<file path="src/rtl/pipe_addsub_pkg.sv">
// rtl/pipe_addsub_pkg.sv - shared types and helpers for the pipelined adder/subtractor
package pipe_addsub_pkg;

   typedef enum logic {ADD = 1'b0, SUB = 1'b1} op_t;

   function automatic int slice_w(input int width, input int stages);
      return width / stages;
   endfunction

   // Single full-adder cell: returns {carry_out, sum}
   function automatic logic [1:0] full_add(input logic x, input logic y, input logic ci);
      return {(x & y) | (ci & (x ^ y)), x ^ y ^ ci};
   endfunction

endpackage

</file>
<file path="src/rtl/add_slice.sv">
// rtl/add_slice.sv - combinational W-bit ripple adder slice built from full-adder cells
module add_slice
   import pipe_addsub_pkg::*;
#(
   parameter int W = 4
) (
   input  logic [W-1:0] a,
   input  logic [W-1:0] b,
   input  logic         ci,
   output logic [W-1:0] s,
   output logic         co,
   output logic         c_msb_in
);

   logic       carry;
   logic [1:0] fa_r;

   always_comb begin
      carry    = ci;
      c_msb_in = ci;
      fa_r     = '0;
      s        = '0;
      for (int i = 0; i < W; i++) begin
         c_msb_in = carry;
         fa_r     = full_add(a[i], b[i], carry);
         s[i]     = fa_r[0];
         carry    = fa_r[1];
      end
      co = carry;
   end

endmodule

</file>
<file path="src/rtl/pipe_addsub.sv">
// rtl/pipe_addsub.sv - pipelined ripple-carry adder/subtractor with valid/ready handshake
module pipe_addsub
   import pipe_addsub_pkg::*;
#(
   parameter int WIDTH  = 16,
   parameter int STAGES = 4
) (
   input  logic             clk,
   input  logic             rst_n,
   input  logic             in_vld,
   output logic             in_rdy,
   input  logic [WIDTH-1:0] a,
   input  logic [WIDTH-1:0] b,
   input  logic             cin,
   input  op_t              op,
   output logic             out_vld,
   input  logic             out_rdy,
   output logic [WIDTH-1:0] s,
   output logic             cout,
   output logic             ovf,
   output logic             zero
);

   localparam int SLICE = slice_w(WIDTH, STAGES);

   if (STAGES < 1 || STAGES > WIDTH || (WIDTH % STAGES) != 0) begin : g_bad_cfg
      $error("pipe_addsub: WIDTH must be a multiple of STAGES, with 1 <= STAGES <= WIDTH");
   end

   logic adv;
   assign adv    = !out_vld || out_rdy;
   assign in_rdy = adv;

   for (genvar k = 0; k < STAGES; k++) begin : g_st
      // Operand bits not yet added when this stage captures, including its own slice
      localparam int REM = WIDTH - k * SLICE;

      logic [REM-1:0]         op_a, op_b;
      logic                   ci, vin;
      logic [SLICE-1:0]       sl_s;
      logic                   sl_co, sl_cm;
      logic [(k+1)*SLICE-1:0] sum_d, sum_q;
      logic                   c_q, vld_q;

      if (k == 0) begin : g_in
         assign op_a  = a;
         assign op_b  = (op == SUB) ? ~b : b;
         assign ci    = (op == SUB) ? 1'b1 : cin;
         assign vin   = in_vld && in_rdy;
         assign sum_d = sl_s;
      end else begin : g_mid
         assign op_a  = g_st[k-1].g_rem.rem_a_q;
         assign op_b  = g_st[k-1].g_rem.rem_b_q;
         assign ci    = g_st[k-1].c_q;
         assign vin   = g_st[k-1].vld_q;
         assign sum_d = {sl_s, g_st[k-1].sum_q};
      end

      add_slice #(.W(SLICE)) u_slice (
         .a        (op_a[SLICE-1:0]),
         .b        (op_b[SLICE-1:0]),
         .ci       (ci),
         .s        (sl_s),
         .co       (sl_co),
         .c_msb_in (sl_cm)
      );

      always_ff @(posedge clk or negedge rst_n) begin
         if (!rst_n) begin
            vld_q <= 1'b0;
            c_q   <= 1'b0;
            sum_q <= '0;
         end else if (adv) begin
            vld_q <= vin;
            c_q   <= sl_co;
            sum_q <= sum_d;
         end
      end

      if (k < STAGES - 1) begin : g_rem
         logic [REM-SLICE-1:0] rem_a_q, rem_b_q;
         logic                 unused_cm;
         assign unused_cm = sl_cm;

         always_ff @(posedge clk) begin
            if (adv) begin
               rem_a_q <= op_a[REM-1:SLICE];
               rem_b_q <= op_b[REM-1:SLICE];
            end
         end
      end else begin : g_out
         logic ovf_q;
         always_ff @(posedge clk or negedge rst_n) begin
            if (!rst_n) begin
               ovf_q <= 1'b0;
            end else if (adv) begin
               ovf_q <= sl_co ^ sl_cm;
            end
         end
      end
   end

   assign out_vld = g_st[STAGES-1].vld_q;
   assign s       = g_st[STAGES-1].sum_q;
   assign cout    = g_st[STAGES-1].c_q;
   assign ovf     = g_st[STAGES-1].g_out.ovf_q;
   assign zero    = out_vld && (s == '0);

endmodule

</file>
<file path="config.mk">
export PLATFORM = sky130hd
export DESIGN_NAME = pipe_addsub
export DESIGN_NICKNAME = d
export VERILOG_FILES = /design/src/rtl/pipe_addsub_pkg.sv /design/src/rtl/add_slice.sv /design/src/rtl/pipe_addsub.sv
export SDC_FILE = /design/constraint.sdc
export NUM_CORES = 1
export LEC_CHECK = 0
export CAP_MARGIN = 20
export CORE_ASPECT_RATIO = 0.8
export CORE_UTILIZATION = 30
export DETAILED_ROUTE_END_ITERATION = 10
export HOLD_SLACK_MARGIN = 0.03
export PLACE_DENSITY = 0.56
export SLEW_MARGIN = 25
export SYNTH_ARGS = -nofsm -noshare
export SYNTH_HDL_FRONTEND = slang
export SYNTH_SLANG_ARGS = --single-unit
</file>
<file path="constraint.sdc">
create_clock -name clk -period 2.4 [get_ports clk]
set_input_delay 0.36 -clock clk [delete_from_list [all_inputs] [get_ports clk]]
set_output_delay 0.36 -clock clk [all_outputs]
set_load 0.005 [all_outputs]
</file>
Word level (Yosys, flattened, before mapping)
Index checks and enable logic that the tools add are counted.
{ "op_classes": {"addsub": 0, "mul": 0, "n_div": 0, "magnitude_cmp": 0, "n_eq_ne": 0, "n_shift": 0, "muxes": 2, "bitwise_logic": 82, "reduce_logical": 5} }
{ "ops": {"columns": ["cell", "count"], "rows": [
  ["bitwise XOR 1 bit", 33],
  ["AND 1 bit", 32],
  ["logical NOT 16 bit", 1],
  ["two-way mux 16 bit", 1],
  ["NOT 16 bit", 1],
  ["bitwise OR 1 bit", 16],
  ["logical AND 1 bit", 2],
  ["logical NOT 1 bit", 1],
  ["logical OR 1 bit", 1],
  ["two-way mux 1 bit", 1]
]} }
{ "totals": {"regBits": 97, "latchBits": 0, "ram_bits": 0, "mem_bits_ro": 0, "input_bits": 38, "out_inout_bits": 21, "memories": 0} }

Logic depth before layout (Yosys ltp)
Gate-level depths: netlist of the first run.
{ "logic_depth": {"word_depth": 11, "ltp_mapped": 10, "ltp_nobuf": 9} }

Modules after synthesis
Synthesis of the first run repeated with hierarchy kept, for this count alone.
{ "unflattened": {"hier_cells": 236, "hier_area_um2": 4180.3} }
{ "modules_own_cells": {"columns": ["mod", "n_inst", "cells_each", "area_each_um2", "seq_area_each_um2"], "rows": [
  ["pipe_addsub", 1, 180, 3709.8, 2667.6],
  ["add_slice", 4, 14, 117.6, 0.0]
]} }

Worst setup path after synthesis of the first run
Ideal clock, no wire load.
{ "synth_path": {"path_kind": "input to register", "from": "input op", "to": "register g_st[0].sum_q[3]", "setup_ps": 125, "t_arrival_ps": 2400, "required_time_ps": 2275, "setup_slack_ps": -124, "path_stages": 9, "path_buffers": 1, "path_cell_list": "buf_2 -> xor2_1 -> fa_1 -> inv_1 -> fa_1 -> fa_1 -> inv_1 -> fa_1 -> mux2_2"} }
{ "synth_between": {"elab_chain_len": 9, "word_cells_on_any_way": 16, "cone_classes": "2 x mux; 14 x bitwise"} }
{ "synth_rtl": {"columns": ["item", "line", "text"], "rows": [
  ["from (decl)", "pipe_addsub.sv:15", "input op_t op,"],
  ["two-way mux 16 bit", "pipe_addsub.sv:47", "assign op_b = (op == SUB) ? ~b : b;"],
  ["bitwise XOR 1 bit", "pipe_addsub_pkg.sv:12", "return {(x & y) | (ci & (x ^ y)), x ^ y ^ ci};"],
  ["AND 1 bit", "pipe_addsub_pkg.sv:12", null],
  ["bitwise OR 1 bit", "pipe_addsub_pkg.sv:12", null],
  ["AND 1 bit", "pipe_addsub_pkg.sv:12", null],
  ["bitwise OR 1 bit", "pipe_addsub_pkg.sv:12", null],
  ["AND 1 bit", "pipe_addsub_pkg.sv:12", null],
  ["bitwise OR 1 bit", "pipe_addsub_pkg.sv:12", null],
  ["bitwise XOR 1 bit (*)", "pipe_addsub_pkg.sv:12", null],
  ["net g_st[0].sl_s[3]", "pipe_addsub.sv:40", "logic [SLICE-1:0] sl_s;"],
  ["to (signal assigned)", "pipe_addsub.sv:76", "sum_q <= sum_d;"],
  ["to (decl)", "pipe_addsub.sv:42", "logic [(k+1)*SLICE-1:0] sum_d, sum_q;"]
]} }
Mark *: on every way through the listed nets, which the timed path passes. The rest lies on a longest branch.
A chain may end at the register's enable or synchronous reset.

Worst setup path after layout of the first run
{ "layout_path": {"from": "input cin", "to": "register g_st[0].sum_q[3]"} }
{ "layout_between": {"elab_chain_len": 8} }
{ "layout_rtl": {"columns": ["item", "line", "text"], "rows": [
  ["from (decl)", "pipe_addsub.sv:14", "input logic cin,"],
  ["two-way mux 1 bit", "pipe_addsub.sv:48", "assign ci = (op == SUB) ? 1'b1 : cin;"],
  ["AND 1 bit", "pipe_addsub_pkg.sv:12", null],
  ["bitwise OR 1 bit", "pipe_addsub_pkg.sv:12", null],
  ["AND 1 bit", "pipe_addsub_pkg.sv:12", null],
  ["bitwise OR 1 bit", "pipe_addsub_pkg.sv:12", null],
  ["AND 1 bit", "pipe_addsub_pkg.sv:12", null],
  ["bitwise OR 1 bit", "pipe_addsub_pkg.sv:12", null],
  ["bitwise XOR 1 bit", "pipe_addsub_pkg.sv:12", null],
  ["net g_st[0].sl_s[3]", "pipe_addsub.sv:40", null]
]} }
The timed path passes the listed nets, and every way through them passes these cells.

==> results by group, run 1 <==
Outcome
  • Outcome: finished clean

Timing
  • Fin. Hold Viols: 0
  • Setup_tns: 0 ns
  • Period Utilization, post-route: between 90% and 100%
  • Tmin final: 2.35 ns
  • Final Skew: 0.00481 ns
  • Final max-slew violation count: 0
  • Setup violators final: 0
  • RSZ-0062 raised after global routing: yes
  • F_max: 0.426 GHz
  • Slew @ Worst Pin: 0.649 ns
  • Slew HR: 56.7%

Route
  • Average routed wire per standard cell: 13.4 um
  • Post-route ant nets: 0
  • Via/cell ratio: 3.99
  • WL final: 6450 um
  • Drt first pass iters: 4
  • Vias: 1921
  • Starting DRT DRC Count: 92
  • # DRC: 0

Power
  • P per Cell Area: 1200 mW/mm2
  • Clock share of power: 24.9%
  • NetSw: between 1.5 and 2 mW
  • Reg power frac: a little under half
  • Combinational power share: a little under 30%
  • P_leak: 2.15 nW
  • Worst VDD drop: between 0.3 and 0.4 mV
  • Internal Pwr Total: between 4 and 5 mW
  • Switching Fraction: 26.7%

Synthesis
  • Seq/Total Area, Yosys: 66.2%
  • Post-Synthesis Cells: 234
  • Syn Nets: 288
  • Post-Syn Area: 0.00403 mm2
  • Post-synthesis register bit count: 97
  • Synth warn: 0
  • Synthesized area per cell: 17.2 um2
  • Distinct cells, synth: 22

Floorplanning
  • Die height: 106 um
  • Starting density of the core: 31.1%
  • Core area: 0.0130 mm2
  • DIE AREA: 0.0139 mm2
  • Rows: 37
  • Width of the die: 132 um
  • Top-Level Pins: 59

Worst setup path
  • Crit path launch: cin
  • Data required, critical path: 2.62 ns
  • Crit path max fanout: 1
  • End of the critical path: g_st[0].sum_q[3]
  • R2r endpoint: s[15]
  • WS Path Type: in -> reg
  • Critical path arrival: 2.57 ns
  • CP Launch Type: input pin
  • Reg-to-Reg Start: g_st[2].c_q
  • Worst setup EP type: flop
  • Reg2Reg Depth: 8
  • R2r setup slk: 0.14 ns

Clocking
  • Clk Latency, worst-skew pair: 0.34 ns
  • Clock slew at reported path FFs: ~0.070 ns
  • Total number of H-tree levels: 3
  • CTS max path bufs: 2
  • CTS Hold Buffers Added: 0
  • CTS Buf Count: 9
  • CTS Sinks: 97
  • CTS Root Cell: clkbuf_16
  • CTS tree: built

Global route
  • GRT Residual Overflow: 0
  • Initial antenna violation count: 0
  • Wire length of the first global-routing pass: 10800 um
  • Pin count of the biggest net entering global routing: 55
  • Number of global-route vias before repair: between 2k and 2.5k
  • Tot GR Track Use: 10.3%

Cells and area
  • Layout cell share with drive strength beyond 1: between 20 and 25%
  • Ant. Diodes: 0
  • Area grow syn2layout: 27.7%
  • Fin util: 39.7%
  • Final net count: between 300 and 400
  • Final Non-Filler Cells: 482

Place
  • Placed Cells: 466
  • Dpl hpwl: 4750 um
  • RePlAce Congestion: 0.712
  • I/O Buffers: 58

Min path
  • Class of the worst hold path: in -> async

Flow run
  • Max Cap Viol: 0
==> critical path: stages <==
cell and delay [ns]:
clkdlybuf4s50_1 0.41, or2_2 0.29, fa_2 0.32, inv_1 0.07, fa_2 0.19, fa_2 0.19
inv_2 0.04, fa_1 0.42, mux2_2 0.27
==> sequential cells by signal, indices dropped and copies added (netlist names) <==
name                count
g_st.g_rem.rem_a_q     24
g_st.g_rem.rem_b_q     24
g_st.sum_q             24
s                      16
g_st.c_q                3
g_st.vld_q              3
cout                    1
out_vld                 1
ovf                     1
==> power groups by stage <==
| stage | Sequential (mW) | Clock, mW | Combinational (mW) |
|---|---|---|---|
| floorplan | 2.74 | 0 | 1.23 |
| global placement | 2.84 | 0 | 1.81 |
| detailed placement | 2.86 | 0 | 1.85 |
| CTS | 2.83 | 1.59 | 1.86 |
| global route | 2.90 | 1.65 | 2.04 |
| finish | 2.81 | 1.54 | 1.84 |
==> cell usage in the layout, fill, tap and decap left out, types with 4 or more instances in the layout <==
cell,n
clkdlybuf4s50_1,54
dfrtp_1,49
edfxtp_1,48
mux2_4,31
inv_1,24
xor2_1,14
nor2_1,13
a21oi_1,11
fa_1,11
clkbuf_16,9
buf_4,7
fa_2,5
mux2_2,4
==> how the worst min path moves through the flow <==
stage,cells past startpoint,endpoint,slack [ns],start
2_1_floorplan,0,cout,0.06,rst_n
3_3_place_gp,0,g_st[1].g_rem.rem_b_q[3],0.40,g_st[0].g_rem.rem_b_q[7]
3_5_place_dp,0,g_st[1].g_rem.rem_a_q[5],0.41,g_st[0].g_rem.rem_a_q[9]
4_1_cts,1,out_vld,0.07,rst_n
5_1_grt,1,out_vld,0.11,rst_n
6_report,1,out_vld,0.04,rst_n
==> cell families after synthesis <==
logic type      synth area share (%)
flops                           66.2
mux                             12.7
buf+inv                         5.09
simple gates                    2.79
xor+xnor                        3.69
fa+ha+maj                       7.95
compound gates                  1.61
==> per-layer routing <==
metal / GRT usage [%] / vias up / part of all wire [%]
met2: 14.3 / 49 / 42
met1: 14.7 / 941 / 52
li1: - / 922 / -
met5: 0 / - / 0
met4: 3.74 / 0 / 1.1
met3: 3.66 / 9 / 4.8
==> cells in the mapped netlist <==
library cell	number	area [um2]
nand2b_4	1	13.8
buf_4	1	7.51
a21oi_1	12	60.1
mux2_2	4	45.0
o21ai_0	1	5.00
xnor2_1	2	17.5
or2_2	1	6.26
nand2_1	1	3.75
xor2_1	15	131
mux2_4	31	465
nor4b_1	1	8.76
fa_1	16	320
buf_12	3	60.1
nor2_1	13	48.8
dfrtp_1	49	1230
edfxtp_1	48	1440
nand2b_1	1	6.26
nor4_1	3	18.8
buf_2	2	10.0
buf_6	3	33.8
inv_1	25	93.8
nand4_1	1	6.26
==> timing repair <==
item                                   CTS  global route
setup buffers                            0             0
setup endpoints to repair                2             3
resized for setup                        4             7
pin swaps                                1             2
endpoints found under the hold margin    0             0
cloned                                   0             0
==> stage by stage <==
step / hold slack (ns) / worst slack [ns] / total power, mW / area, um2
2_1_floorplan: 0.0644 / 0.00709 / 3.97 / 4050
3_5_place_dp: 0.405 / -0.618 / 4.71 / 4800
3_3_place_gp: 0.402 / -0.568 / 4.65 / 4800
4_1_cts: 0.0705 / 0.00713 / 6.28 / 5130
5_1_grt: 0.107 / -0.00768 / 6.59 / 5150
6_report: 0.0436 / 0.0539 / 6.20 / 5150
==> layout make-up <==
class | count | area (um2)
inverters | 25 | 93.8
well taps | 175 | 219
multi-input cells | 103 | 1190
clock inverters | 6 | 87.6
repair buffers | 66 | 646
fillers | 1214 | 7820
clock buffers | 10 | 239
flip-flops and latches | 97 | 2670
(Power assumes the default switching activity.)
==> run 2, diff against run 1 <==
Settings changed: CORE_MARGIN set to 2, HOLD_SLACK_MARGIN 0.03 to 0.1.
==> results by group, run 2 (same netlist as run 1, synthesis figures left out) <==
Outcome
  • Outcome: finished clean

Timing
  • Min Hold Slack: 0.421 ns
  • Period Utilization, post-route: 93.4%
  • Setup violators final: 0
  • Tmin final: 2.24 ns
  • Slew @ Worst Pin: 0.375 ns
  • Final max-slew violation count: 0
  • Fin. Hold Viols: 0
  • F_max: 0.446 GHz
  • Slew HR: 75.0%
  • RSZ-0062 raised after global routing: no
  • Setup_tns: 0 ns
  • Final Skew: ~0.0047 ns

Cells and area
  • Fillers: 1172
  • Layout cell share with drive strength beyond 1: 23.0%
  • Fin util: about 40%
  • Final Non-Filler Cells: 484
  • Ant. Diodes: 0
  • Most frequent cells in the layout: 52 x clkdlybuf4s50_1, 49 x dfrtp_1, 48 x edfxtp_1, 32 x mux2_4, 23 x inv_1
  • Area grow syn2layout: 27.5%
  • Leading registers by flop count: g_st.g_rem.rem_a_q (24), g_st.g_rem.rem_b_q (24), g_st.sum_q (24)
  • Multi-input logic area: 0.00119 mm2
  • Final net count: 358
  • Sequential cell area: 0.00267 mm2
  • Most common cell after layout, fill and taps aside: clkdlybuf4s50_1

Clocking
  • CTS Root Cell: clkbuf_16
  • CTS tree: built
  • Clk Latency, worst-skew pair: 0.34 ns
  • CTS Sinks: 97
  • Total number of H-tree levels: 3
  • CTS Buf Count: 9
  • CTS max path bufs: 2
  • Clock slew at reported path FFs: 0.07 ns

Worst setup path
  • Crit path max fanout: 1
  • Most used cell, CP: fa_2
  • Critical path arrival: 2.47 ns
  • WS Path Type: in -> reg
  • R2r setup slk: 0.19 ns
  • Worst setup EP type: flop
  • Reg-to-Reg Start: g_st[2].c_q
  • Highest-delay cell along the critical path: clkdlybuf4s50_1
  • WP buf/inv: 2
  • Worst path top cell family by delay: adder cells
  • Reg2Reg Depth: 8
  • Critical path depth in cells: 7
  • CP Launch Type: input pin
  • Ordered cell list for the critical path: clkdlybuf4s50_1, xnor2_1, fa_2, fa_2, inv_2, fa_1, mux2_4
  • Critical path's largest stage delay: roughly 0.46 ns
  • R2r endpoint: s[15]
  • Data required, critical path: between 2 and 3 ns

Place
  • RePlAce Congestion: 0.649
  • I/O Buffers: 58
  • Placed Cells: approximately 470
  • Dpl hpwl: 4370 um

Global route
  • Wire length of the first global-routing pass: 10500 um
  • Number of global-route vias before repair: 2017
  • Initial antenna violation count: 0
  • Tot GR Track Use: under 10%
  • GRT Residual Overflow: 0
  • Pin count of the biggest net entering global routing: 67

Min path
  • Class of the worst hold path: reg -> reg
  • WHS Path Cells: 0
  • End of the worst hold path: g_st[2].g_rem.rem_a_q[3]
  • Hold_sp: g_st[1].g_rem.rem_a_q[7]

Power
  • PnR Total Power: 5.97 mW
  • P_leak: 2.17 nW
  • Worst VDD drop: 0.529 mV
  • P per Cell Area: 1160 mW/mm2

Route
  • Vias: 1928
  • Via/cell ratio: 3.98
  • Average routed wire per standard cell: 13.2 um
  • Metal3 WL: 273 um
  • WL final: 6380 um
  • Routed length on met2: 2880 um
  • Met1 Routed Length: between 3000 and 4000 um
  • # DRC: 0
  • Starting DRT DRC Count: 118
  • Post-route ant nets: 0
  • Drt first pass iters: 4
  • Top Metal Used: met4

Floorplanning
  • Width of the die: 134 um
  • DIE AREA: 0.0144 mm2
  • Die height: 108 um
  • Rows: 37
  • Top-Level Pins: around 60
  • Starting density of the core: 31.0%
  • Core area: 0.0130 mm2

Flow run
  • Max Cap Viol: 0
-- run 2: per-stage QoR --
step	worst slack (ns)	instance area, um2
after floorplan	0.00709	4050
after global placement	-0.652	4820
after detailed placement	-0.669	4820
after CTS	-0.112	5130
after global routing	0.0432	5140
final	0.158	5140
-- run 2: worst max path at each step --
| stage | endpoint | slack [ns] | from |
|---|---|---|---|
| floorplan | g_st[0].sum_q[3] | 0.007 | op |
| global placement | g_st[0].sum_q[3] | -0.65 | op |
| detailed placement | g_st[0].sum_q[3] | -0.67 | op |
| CTS | g_st[0].sum_q[3] | -0.11 | b[0] |
| global route | s[15] | 0.04 | g_st[2].c_q |
| finish | g_st[0].sum_q[3] | 0.16 | b[1] |
-- run 2: cell type report --
cell class              instances  share of cell area (%)
clock buffers                   9                    4.38
clock inverters                 7                    1.24
inverters                      25                    1.83
multi-input cells             103                    23.2
flip-flops and latches         97                    51.9
well taps                     175                    4.26
repair buffers                 68                    13.2
-- run 2: metal layers --
metal / vias up / global-route usage (%)
met5: - / 0
met4: 0 / 3.19
met3: 5 / 3.48
met2: 43 / 14.5
met1: 948 / 13.3
li1: 932 / -
-- run 2: report_power, final --
group	switching, mW	leakage (nW)	internal (mW)
logic	0.670	0.989	1.14
clock network	0.642	0.141	0.722
registers	0.346	1.04	2.45
total	1.66	2.17	4.31
-- run 2: worst register-to-register path: stages (launching register included) --
cell and delay, ns:
dfrtp_1 0.40, fa_1 0.43, inv_1 0.08, fa_1 0.15, inv_1 0.05, fa_1 0.39
inv_1 0.09, fa_1 0.41, a21oi_1 0.13
-- run 2: timing repair --
action / in CTS / in global routing
hold buffers: 1 / 0
gates resized for setup: 4 / 10
pin swaps: 1 / 6
buffers inserted: 0 / 0
endpoints found under the setup margin: 3 / 1
hold endpoints to repair: 49 / 0
==> run 3, diff against run 2 <==
--- a/config.mk
+++ b/config.mk
@@ -12,5 +12,7 @@
 export DETAILED_ROUTE_END_ITERATION = 10
 export HOLD_SLACK_MARGIN = 0.1
+export MAX_ROUTING_LAYER = met4
 export PLACE_DENSITY = 0.56
+export SETUP_SLACK_MARGIN = 0.1
 export SLEW_MARGIN = 25
 export SYNTH_ARGS = -nofsm -noshare
==> constraint.sdc (replaced) <==
create_clock -name clk -period 2.4 [get_ports clk]
set_input_delay 0.36 -clock clk [delete_from_list [all_inputs] [get_ports clk]]
set_output_delay 0.36 -clock clk [all_outputs]
set_load 0.01 [all_outputs]
==> results by group, run 3 (same netlist as run 1, synthesis figures left out) <==
Cells and area
  • Ant. Diodes: 0
  • Layout cell share with drive strength beyond 1: 23.8%
  • Fillers: between 1k and 1.5k
  • Area grow syn2layout: 27.0%
  • Final net count: 360
  • Most frequent cells in the layout: 52 x clkdlybuf4s50_1, 49 x dfrtp_1, 48 x edfxtp_1, 32 x mux2_4, 23 x inv_1
  • Multi-input logic area: 0.00119 mm2
  • Leading registers by flop count: g_st.g_rem.rem_a_q (24), g_st.g_rem.rem_b_q (24), g_st.sum_q (24)
  • Sequential cell area: roughly 0.0027 mm2
  • Most common cell after layout, fill and taps aside: clkdlybuf4s50_1
  • Final Cell Area: 0.00512 mm2

Floorplanning
  • Rows: 37
  • Top-Level Pins: ~60
  • Core area: 0.0130 mm2
  • Die height: 108 um
  • Starting density of the core: 31.0%
  • DIE AREA: roughly 0.014 mm2
  • Width of the die: 134 um

Worst setup path
  • Critical path's largest stage delay: 0.37 ns
  • WP buf/inv: 3
  • Crit path max fanout: 1
  • Most used cell, CP: fa_2
  • CP Launch Type: input pin
  • Worst setup EP type: flop
  • Worst path top cell family by delay: adder cells
  • Reg2Reg Depth: 8
  • Data required, critical path: 2.62 ns
  • Critical path depth in cells: 9
  • WS Path Type: in -> reg
  • Critical path arrival: approximately 2.4 ns
  • Ordered cell list for the critical path: dlygate4sd2_1, xor2_2, fa_2, inv_2, fa_2, fa_2, inv_2, fa_1, mux2_4
  • Highest-delay cell along the critical path: fa_1

Place
  • Dpl hpwl: ~4600 um
  • I/O Buffers: a little under 60
  • Post-DP Area: between 0.004 and 0.005 mm2
  • RePlAce Congestion: 0.643
  • Pre-CTS setup slack: -0.627 ns

Global route
  • Pin count of the biggest net entering global routing: 48
  • GRT Residual Overflow: 0
  • Wire length of the first global-routing pass: ~10000 um
  • Initial antenna violation count: 0
  • Tot GR Track Use: 9.89%
  • Number of global-route vias before repair: 2027

Timing
  • F_max: ~0.45 GHz
  • Final Skew: 0.00538 ns
  • Post-route setup slack: 0.191 ns
  • RSZ-0062 raised after global routing: no
  • Tmin final: 2.21 ns
  • Final max-slew violation count: 0
  • Period Utilization, post-route: between 90% and 100%
  • Fin. Hold Viols: 0
  • Slew HR: 52.0%
  • Setup violators final: 0
  • Min Hold Slack: 0.420 ns
  • Slew @ Worst Pin: 0.720 ns

Route
  • Starting DRT DRC Count: 64
  • Drt first pass iters: 3
  • Average routed wire per standard cell: 13.2 um
  • Vias: 1917
  • # DRC: 0
  • Via/cell ratio: roughly 3.9
  • WL final: 6440 um
  • Post-route ant nets: 0

Power
  • PnR Total Power: 6.05 mW
  • P_leak: 2.15 nW
  • Worst VDD drop: 0.459 mV
  • P per Cell Area: 1180 mW/mm2

Clocking
  • CTS Root Cell: clkbuf_16
  • CTS max path bufs: 2
  • Clock slew at reported path FFs: 0.07 ns
  • CTS tree: built
  • Clk Latency, worst-skew pair: 0.34 ns
  • Post-CTS setup buffers: 0
  • Total number of H-tree levels: 3
  • CTS Buf Count: 9
  • CTS Sinks: 97

Min path
  • Class of the worst hold path: reg -> reg
  • WHS Path Cells: 0

Outcome
  • Outcome: finished clean

Flow run
  • Max Cap Viol: 0
## run 3: cell types whose count changed in the layout (fill, tap and decap cells not counted), sizes merged
cell	delta
clkinv	-2
dlygate4sd2	+2
inv	+2
buf	+3
dlymetal6s2s	-3
## run 3: report_power, final
part | internal (mW) | leakage [nW] | switching [mW] | total, mW
logic | 1.16 | 0.964 | 0.741 | 1.90
registers | 2.45 | 1.04 | 0.341 | 2.79
clock network | 0.723 | 0.141 | 0.643 | 1.37
## run 3: per-layer routing
layer | track usage, % | vias up | routed length [um]
met4 | 3.19 | 0 | 41
met3 | 3.53 | 4 | 295
met2 | 15.4 | 45 | 3090
met1 | 12.2 | 939 | 3010
met5 | - | - | 0
li1 | - | 929 | -
## run 3: cell type report
class / count / area share [%]
multi-input cells: 103 / 23.2
flip-flops and latches: 97 / 52.1
inverters: 25 / 1.83
clock buffers: 9 / 4.40
repair buffers: 70 / 13.0
clock inverters: 7 / 1.15
well taps: 175 / 4.28
## run 3: timing repair
item | CTS | global route
pin swaps | 6 | 3
endpoints found under the hold margin | 13 | 0
gates resized for setup | 14 | 3
endpoints found under the setup margin | 3 | 4
hold buffers | 1 | 0
## run 3: through the flow
stage	util, %	TNS (ns)	std cells
6_report	39.3	0	486
5_1_grt	39.3	0	486
4_1_cts	39.3	0	486
3_5_place_dp	37.1	-1.16	469
3_3_place_gp	37.1	-1.11	469
2_1_floorplan	-	0	234
## run 3: path summary, 6_finish.rpt
kind	from	to	slack [ns]
min in group asynchronous	rst_n	g_st[2].sum_q[5]	0.61
setup reg to reg	g_st[2].c_q	s[15]	0.26
max in group asynchronous	rst_n	g_st[2].sum_q[10]	1.15
setup / recovery	b[0]	g_st[0].sum_q[3]	0.19
hold reg to reg	g_st[0].g_rem.rem_b_q[11]	g_st[1].g_rem.rem_b_q[7]	0.42
hold / removal	g_st[0].g_rem.rem_b_q[11]	g_st[1].g_rem.rem_b_q[7]	0.42
## run 3: worst register-to-register path: cells and delay by family, from the launching register on
family / cells / cell delay, ns
buf+inv: 3 / 0.21
flops: 1 / 0.40
fa+ha+maj: 4 / 1.33
compound gates: 1 / 0.13
